$ cat config.mk
export PLATFORM = sky130hd
export DESIGN_NAME = tia_audio_gen
export DESIGN_NICKNAME = d
export VERILOG_FILES = /design/src/rtl/tia_audio_gen.sv
export SDC_FILE = /design/constraint.sdc
export NUM_CORES = 1
export LEC_CHECK = 0
export CAP_MARGIN = 40
export CELL_PAD_IN_SITES_DETAIL_PLACEMENT = 0
export CELL_PAD_IN_SITES_GLOBAL_PLACEMENT = 2
export CORE_MARGIN = 8
export CORE_UTILIZATION = 44
export DETAILED_ROUTE_END_ITERATION = 8
export GPL_TIMING_DRIVEN = 0
export PLACE_DENSITY = 0.95
export SLEW_MARGIN = 0
export SYNTH_ARGS = -nofsm -noshare
export SYNTH_HDL_FRONTEND = slang
export SYNTH_SLANG_ARGS = --single-unit
$ cat constraint.sdc
create_clock -name clk_i -period 5.5 [get_ports clk_i]
set_clock_uncertainty 0.15 [all_clocks]
set_input_delay 1.1 -clock clk_i [delete_from_list [all_inputs] [get_ports clk_i]]
set_output_delay 1.1 -clock clk_i [all_outputs]
set_load 0.02 [all_outputs]
$ cat src/rtl/tia_audio_gen.sv
// tia_audio_gen: TIA-style multi-channel tone/noise audio generator.
// Each channel has its own AUDC/AUDF/AUDV registers and poly4/5/9 and
// div31 waveform state. Channel outputs are mixed into one PCM sample.
//
// Ports:
//   clk_i, rst_i      clock, async active-high reset
//   enable_i          colour-clock strobe (prescaled by TICK_DIV)
//   stb_i/we_i/adr_i/dat_i  register write bus (no reads)
//   audio_o           mixed sample, audio_valid_o pulses on update
//   ch_out_o          raw waveform bit per channel
//   pdm_o             1-bit delta-sigma output
//
// Optional feature macro: TIA_AUDIO_DAC_EN (delta-sigma DAC on pdm_o).
// Without it pdm_o is tied low and no accumulator is built.

module tia_audio_gen #(
  parameter int NUM_CH = 2,
  parameter int ADDR_WIDTH = 7,
  parameter logic [ADDR_WIDTH-1:0] AUDC_BASE = 'h15,
  parameter int TICK_DIV = 114,
  parameter int MIX_W = 4 + $clog2(NUM_CH)
) (
  input  logic                  clk_i,
  input  logic                  rst_i,
  input  logic                  enable_i,
  input  logic                  stb_i,
  input  logic                  we_i,
  input  logic [ADDR_WIDTH-1:0] adr_i,
  input  logic [7:0]            dat_i,
  output logic [MIX_W-1:0]      audio_o,
  output logic                  audio_valid_o,
  output logic [NUM_CH-1:0]     ch_out_o,
  output logic                  pdm_o
);

  localparam int TCW = (TICK_DIV > 1) ? $clog2(TICK_DIV) : 1;

  logic [TCW-1:0]        r_tcnt;
  logic                  w_tick;
  logic [ADDR_WIDTH-1:0] w_off;
  logic                  w_wr;
  logic [3:0]            w_audv [NUM_CH];
  logic [MIX_W-1:0]      w_mix;
  logic [MIX_W-1:0]      r_audio;
  logic                  r_valid;
  logic                  r_pend;
  logic                  w_unused_dat;

  assign w_unused_dat = ^dat_i[7:5];

  // Offset from the AUDC block start; addresses below the base wrap
  // to large values and fall outside every block.
  assign w_off = adr_i - AUDC_BASE;
  assign w_wr  = stb_i && we_i;

  assign w_tick = enable_i && (r_tcnt == TCW'(TICK_DIV - 1));

  always_ff @(posedge clk_i or posedge rst_i) begin
    if (rst_i) begin
      r_tcnt <= '0;
    end else if (enable_i) begin
      r_tcnt <= w_tick ? '0 : r_tcnt + TCW'(1);
    end
  end

  for (genvar c = 0; c < NUM_CH; c++) begin : g_ch
    logic [3:0] r_audc;
    logic [4:0] r_audf;
    logic [3:0] r_audv;
    logic [4:0] r_fcnt;
    logic [1:0] r_pre3;
    logic [3:0] r_p4;
    logic [4:0] r_p5;
    logic [8:0] r_p9;
    logic [4:0] r_d31;
    logic       r_out;

    logic       w_wr_c;
    logic       w_wr_f;
    logic       w_wr_v;
    logic       w_ctick;
    logic       w_hi;
    logic       w_step;
    logic [3:0] w_p4s;
    logic [4:0] w_p5s;
    logic [8:0] w_p9s;
    logic [4:0] w_d31s;
    logic [3:0] w_p4n;
    logic [4:0] w_p5n;
    logic [8:0] w_p9n;
    logic [4:0] w_d31n;
    logic       w_outn;

    assign w_wr_c = w_wr && (w_off == ADDR_WIDTH'(c));
    assign w_wr_f = w_wr && (w_off == ADDR_WIDTH'(NUM_CH + c));
    assign w_wr_v = w_wr && (w_off == ADDR_WIDTH'(2 * NUM_CH + c));

    // >= so a lowered audf mid-count still terminates the period.
    assign w_ctick = (r_fcnt >= r_audf);
    assign w_hi    = (r_audc[3:2] == 2'b11);
    assign w_step  = w_ctick && (!w_hi || (r_pre3 == 2'd2));

    assign w_p4s  = {r_p4[2:0], r_p4[3] ^ r_p4[2]};
    assign w_p5s  = {r_p5[3:0], r_p5[4] ^ r_p5[2]};
    assign w_p9s  = {r_p9[7:0], r_p9[8] ^ r_p9[4]};
    assign w_d31s = (r_d31 == 5'd30) ? 5'd0 : r_d31 + 5'd1;

    // Only the state a mode uses advances; the rest is held.
    always_comb begin
      w_p4n  = r_p4;
      w_p5n  = r_p5;
      w_p9n  = r_p9;
      w_d31n = r_d31;
      w_outn = r_out;
      case (r_audc)
        4'd0, 4'd11: w_outn = 1'b1;
        4'd1: begin
          w_p4n  = w_p4s;
          w_outn = w_p4s[3];
        end
        4'd2: begin
          w_d31n = w_d31s;
          if (w_d31s == 5'd0) w_p4n = w_p4s;
          w_outn = w_p4n[3];
        end
        4'd3: begin
          w_p5n = w_p5s;
          if (w_p5s[4]) w_p4n = w_p4s;
          w_outn = w_p4n[3];
        end
        4'd4, 4'd5, 4'd12, 4'd13: w_outn = ~r_out;
        4'd6, 4'd10, 4'd14: begin
          w_d31n = w_d31s;
          w_outn = (w_d31s < 5'd13);
        end
        4'd7, 4'd9, 4'd15: begin
          w_p5n  = w_p5s;
          w_outn = w_p5s[4];
        end
        4'd8: begin
          w_p9n  = w_p9s;
          w_outn = w_p9s[8];
        end
        default: w_outn = r_out;
      endcase
    end

    always_ff @(posedge clk_i or posedge rst_i) begin
      if (rst_i) begin
        r_audc <= '0;
        r_audf <= '0;
        r_audv <= '0;
        r_fcnt <= '0;
        r_pre3 <= '0;
        r_p4   <= 4'hF;
        r_p5   <= 5'h1F;
        r_p9   <= 9'h1FF;
        r_d31  <= '0;
        r_out  <= 1'b0;
      end else begin
        if (w_wr_c) r_audc <= dat_i[3:0];
        if (w_wr_f) r_audf <= dat_i[4:0];
        if (w_wr_v) r_audv <= dat_i[3:0];
        if (w_tick) begin
          r_fcnt <= w_ctick ? 5'd0 : r_fcnt + 5'd1;
          if (w_ctick && w_hi) begin
            r_pre3 <= (r_pre3 == 2'd2) ? 2'd0 : r_pre3 + 2'd1;
          end
          if (w_step) begin
            r_p4  <= w_p4n;
            r_p5  <= w_p5n;
            r_p9  <= w_p9n;
            r_d31 <= w_d31n;
            r_out <= w_outn;
          end
        end
      end
    end

    assign ch_out_o[c] = r_out;
    assign w_audv[c]   = r_audv;
  end

  always_comb begin
    w_mix = '0;
    for (int c = 0; c < NUM_CH; c++) begin
      if (ch_out_o[c]) w_mix = w_mix + MIX_W'(w_audv[c]);
    end
  end

  // Mix is taken one clock after the tick that updated ch_out.
  always_ff @(posedge clk_i or posedge rst_i) begin
    if (rst_i) begin
      r_pend  <= 1'b0;
      r_valid <= 1'b0;
      r_audio <= '0;
    end else begin
      r_pend  <= w_tick;
      r_valid <= r_pend;
      if (r_pend) r_audio <= w_mix;
    end
  end

  assign audio_o       = r_audio;
  assign audio_valid_o = r_valid;

`ifdef TIA_AUDIO_DAC_EN
  logic [MIX_W:0] r_acc;
  logic [MIX_W:0] w_acc_n;

  // Carry out of the low MIX_W bits is the pulse-density bit.
  assign w_acc_n = {1'b0, r_acc[MIX_W-1:0]} + {1'b0, r_audio};

  always_ff @(posedge clk_i or posedge rst_i) begin
    if (rst_i) begin
      r_acc <= '0;
    end else begin
      r_acc <= w_acc_n;
    end
  end

  assign pdm_o = r_acc[MIX_W];
`else
  assign pdm_o = 1'b0;
`endif

endmodule
# Yosys cells after proc, flatten, opt, wreduce, memory -nomap -nowiden
# Index checks and enable logic that the tools add are counted.
[classes]
addsub = 9
magnitude_cmp = 4
n_eq_ne = 46
muxes = 17
n_bitwise = 8
n_reduce_logical = 49
[op_table]
columns = ["cell", "n"]
rows = [
  ["equality test 4 bit, second input constant", 16],
  ["equality test 4 x 3 -> 1 bit, second input constant", 8],
  ["2-to-1 mux 5 bit", 5],
  ["case mux 4 bit (3 select lines)", 2],
  ["AND reduction 3 bit", 8],
  ["OR reduction 4 bit", 6],
  ["adder 5 x 1 -> 5 bit, second input constant", 4],
  ["2-to-1 mux 4 bit", 5],
  ["equality test 4 x 2 -> 1 bit, second input constant", 4],
  ["case mux 1 bit (8 select lines)", 2],
  ["equality test 7 x 2 -> 1 bit, second input constant", 2],
  ["equality test 7 x 3 -> 1 bit, second input constant", 2],
  ["logical AND 1 bit", 12],
  ["OR reduction 3 bit", 4],
  ["equality test 5 bit, second input constant", 2],
  [">= comparator 5 bit", 2],
  ["zero test 5 bit", 2],
  ["< comparator 5 x 4 -> 1 bit, second input constant", 2],
  ["AND reduction 5 bit", 2],
  ["equality test 2 bit, second input constant", 4],
  ["equality test 4 x 1 -> 1 bit, second input constant", 2],
  ["zero test 4 bit", 2],
  ["!= test 2 bit, second input constant", 4],
  ["AND reduction 2 bit", 4],
  ["15 further kinds", 27],
]
[word_totals]
reg_bits = 102
out_inout_bits = 9

# Logic depth before layout (Yosys ltp)
[depth]
depth_word = 5
mapped_depth = 9
ltp_nobuf = 8

# Worst setup path after synthesis
# Ideal clock, no wire load.
[synth_path]
path_type = "in2reg"
start = "input enable_i"
end = "register g_ch[0].r_d31[0]"
arrival_time_ns = 2.556
t_required_ns = 5.225
setup_slack_ns = 2.669
cell_stages = 6
n_path_buf = 2
cell_sequence = "or4b_1 > buf_6 > a31oi_4 > and3_1 > buf_6 > mux2_4"
[synth_between]
elab_chain_len = 2
[synth_rtl]
columns = ["item", "line", "source"]
rows = [
  ["from (decl)", "25", "input logic enable_i,"],
  ["logical AND 1 bit", "56", "assign w_tick = enable_i && (r_tcnt == TCW'(TICK_DIV - 1));"],
  ["AND reduction 3 bit (no line)", "n/a", ""],
  ["to (signal assigned)", "173", "r_d31 <= w_d31n;"],
  ["to (decl)", "75", "logic [4:0] r_d31;"],
]
# Every way passes these cells.
# A chain may end at the register's enable or synchronous reset.

# Final worst setup path
# Ends and elaborated chain as after synthesis.

==> impl_metrics.json <==
{
  "die_x_um": 127,
  "die_h_um": 127,
  "htree_num_levels": 3,
  "wl_per_cell_um": 15.2,
  "synth.net_count": 506,
  "worstMarginPinSlew_ns": 0.661,
  "drc": 0,
  "grt_pass1_vias": 3695,
  "leakage_nw": 2.72,
  "postLayoutCellArea_mm2": 0.00614,
  "cp-endpoint": "g_ch[0].r_d31[0]",
  "synth_warnings": 0,
  "drtPass1Iterations": 4,
  "cts_root_buffer": "clkbuf_16",
  "r2r_start": "r_tcnt[1]",
  "status": "finished clean",
  "critPathArrivalTime_ns": 3.32,
  "io_pins": 29,
  "pre_cts_ws_ns": 1.88,
  "vias": 3523,
  "cap_violations": 0,
  "setup_viol": 0,
  "cts_sinks": 102,
  "syn2layout_area_growth_pct": 14.2,
  "grt_max_degree": 59,
  "synth_most_common_cell": "mux2_2",
  "antenna_found_initial": 0,
  "coreArea_mm2": 0.0120,
  "finalCriticalPeriod_ns": 3.24,
  "clk_pin_slew_ns": 0.07,
  "diodes": 0,
  "placed_area_mm2": 0.00584,
  "dieArea_mm2": 0.0160,
  "pwr_density_cell_mw_per_mm2": 255,
  "grt-ovfl-total": 0,
  "setup_tns_ns": 0,
  "syn_area_mm2": 0.00538,
  "nNetsFinal": 543,
  "via_per_inst": 5.40,
  "ys_types": 65,
  "rsz0062_at_grt": "no",
  "grt_usage": 0.133,
  "yosysTopAreaCell": "dfrtp_1",
  "grt_pass1_wl_um": 17300,
  "hpwlAfterDp_um": 7230,
  "regArea_mm2": 0.00260,
  "n_fill_cell": 1054,
  "async_flop_share": 1.00,
  "vdd_drop_max_v": 0.000225,
  "cts_tree": "built",
  "final_layout_size_suffix_gt1_frac": 0.285,
  "whs_ns": 0.239,
  "ys_ff_latch": 102,
  "reg2reg_slack_ns": 2.89,
  "netlist_top_cells_area": "dfrtp_1 31%, dfstp_2 18%, mux2_2 14%",
  "hold_violations": 0,
  "start_util": 0.450,
  "synth.top_cells.by_count": "67 x mux2_2, 66 x dfrtp_1, 36 x dfstp_2, 32 x inv_1",
  "r2r_end": "g_ch[0].r_d31[0]",
  "worst_r2r_path_depth": 9,
  "worst_hold_path_type": "register to register",
  "relSlewSlack": 0.557,
  "crit_path_start": "enable_i",
  "gp_congestion": 0.772,
  "synth_seq_area_share": 0.483,
  "max_freq_mhz": 309,
  "post_cts_buffers": 0,
  "path_max_fanout": 9,
  "worstPathRequired_ns": 5.58,
  "setup_slack_ns": 2.26,
  "num_rows": 40,
  "drv_slew": 0,
  "synth_edf_count": 0,
  "cts_hold_repair.buffers": 0,
  "wirelength_um": 9930,
  "syn_inst": 463,
  "fin_crit_sh": 0.589,
  "end_kind": "register",
  "avgSynthCellArea_um2": 11.6,
  "multi_input_area_mm2": 0.00257,
  "clock_path_buffers": 2,
  "cts-resized-gates": 0,
  "io_buffers": 24,
  "synth_ff_type": "dfrtp_1",
  "ant_nets": 0,
  "clock_latency_ns": 0.35,
  "start_kind": "primary input",
  "drt-initial-drc-count": 183,
  "yosysTopAreaCellShare": 0.307,
  "cts_inserted_buffers": 9,
  "critical_path_class": "primary input to register"
}
==> layout make-up <==
class | instances | area share
Inverter | 32 | 0.0200
Clock inverter | 4 | 0.00733
Clock buffer | 12 | 0.0418
Buffer | 17 | 0.0151
Multi-Input combinational cell | 312 | 0.418
Tap cell | 147 | 0.0299
Sequential cell | 102 | 0.423
Timing Repair Buffer | 26 | 0.0448
==> worst min path at each step <==
| stage | startpoint | endpoint | slack, ns | depth (start not counted) |
|---|---|---|---|---|
| after floorplan | r_pend | audio_valid_o | 0.20 | 0 |
| after global placement | r_pend | audio_valid_o | 0.22 | 0 |
| after detailed placement | r_pend | audio_valid_o | 0.22 | 0 |
| after CTS | r_pend | audio_valid_o | 0.24 | 0 |
| after global routing | r_pend | audio_valid_o | 0.25 | 0 |
| final | r_pend | audio_valid_o | 0.24 | 0 |
==> logic make-up (layout without fill, tap and decap cells) <==
| kind of cell | count (synthesis) | count (layout) | share of synthesized area |
|---|---|---|---|
| DFF | 102 | 102 | 0.483 |
| buffers and inverters | 49 | 91 | 0.0395 |
| muxes | 80 | 80 | 0.169 |
| xor gates and xnor gates | 15 | 15 | 0.0244 |
| other | 1 | 1 | 0.000697 |
| and+or+nand+nor | 109 | 109 | 0.123 |
| adders and majority gates | 23 | 23 | 0.0549 |
| AOI/OAI and AO/OA | 84 | 84 | 0.106 |
==> where the power goes <==
part | switching (W) | total [W] | internal [W]
sequential | 0.0000278 | 0.000810 | 0.000782
combinational | 0.0000653 | 0.000120 | 0.0000549
clock | 0.000262 | 0.000637 | 0.000375
==> layer usage <==
metal | up-vias | wire, um | GRT usage
met5 | - | 0 | 0
met4 | 0 | 89 | 0.0396
met3 | 7 | 287 | 0.0415
met2 | 26 | 5010 | 0.225
met1 | 1768 | 4540 | 0.157
li1 | 1722 | - | -
==> worst max-delay path: stages <==
cell	delay, ns
clkdlybuf4s50_1	0.59
or4b_1	0.50
buf_6	0.18
a31oi_4	0.29
and3_1	0.22
buf_6	0.13
mux2_4	0.30
==> cells in the final DEF (no fill, tap or decap), types with 4 or more instances in the layout <==
cell,instances
mux2_2,67
dfrtp_1,66
dfstp_2,36
inv_1,31
clkdlybuf4s50_1,24
nand2_1,22
ha_1,22
a21oi_1,20
nor2_1,20
o21ai_0,18
nand2b_1,12
clkbuf_1,10
nor2b_1,9
clkbuf_16,9
xor2_1,8
a31oi_1,7
nand3_1,7
xnor2_1,7
mux2i_1,7
nor3_1,6
a21o_1,4
nand4_1,4
and3_1,4
and2_1,4
o211ai_1,4
a211oi_1,4
mux2_4,4
buf_4,4
==> registers in the layout (all words and copies together), names as in the netlist <==
signal         count
g_ch.r_audv        8
audio_valid_o      1
g_ch.r_audf       10
r_tcnt             7
audio_o            5
g_ch.r_p4          8
g_ch.r_out         2
g_ch.r_p9         18
g_ch.r_d31        10
g_ch.r_pre3        4
g_ch.r_audc        8
g_ch.r_fcnt       10
g_ch.r_p5         10
r_pend             1
==> metrics by stage <==
step / util / power [W] / instances
floorplan: - / 0.000898 / 463
detailed placement: 0.488 / 0.000945 / 636
CTS: 0.513 / 0.00159 / 652
global route: 0.513 / 0.00164 / 652
global placement: 0.485 / 0.000935 / 634
finish: 0.513 / 0.00157 / 652
Note: power is estimated with default switching activity, not from simulation.
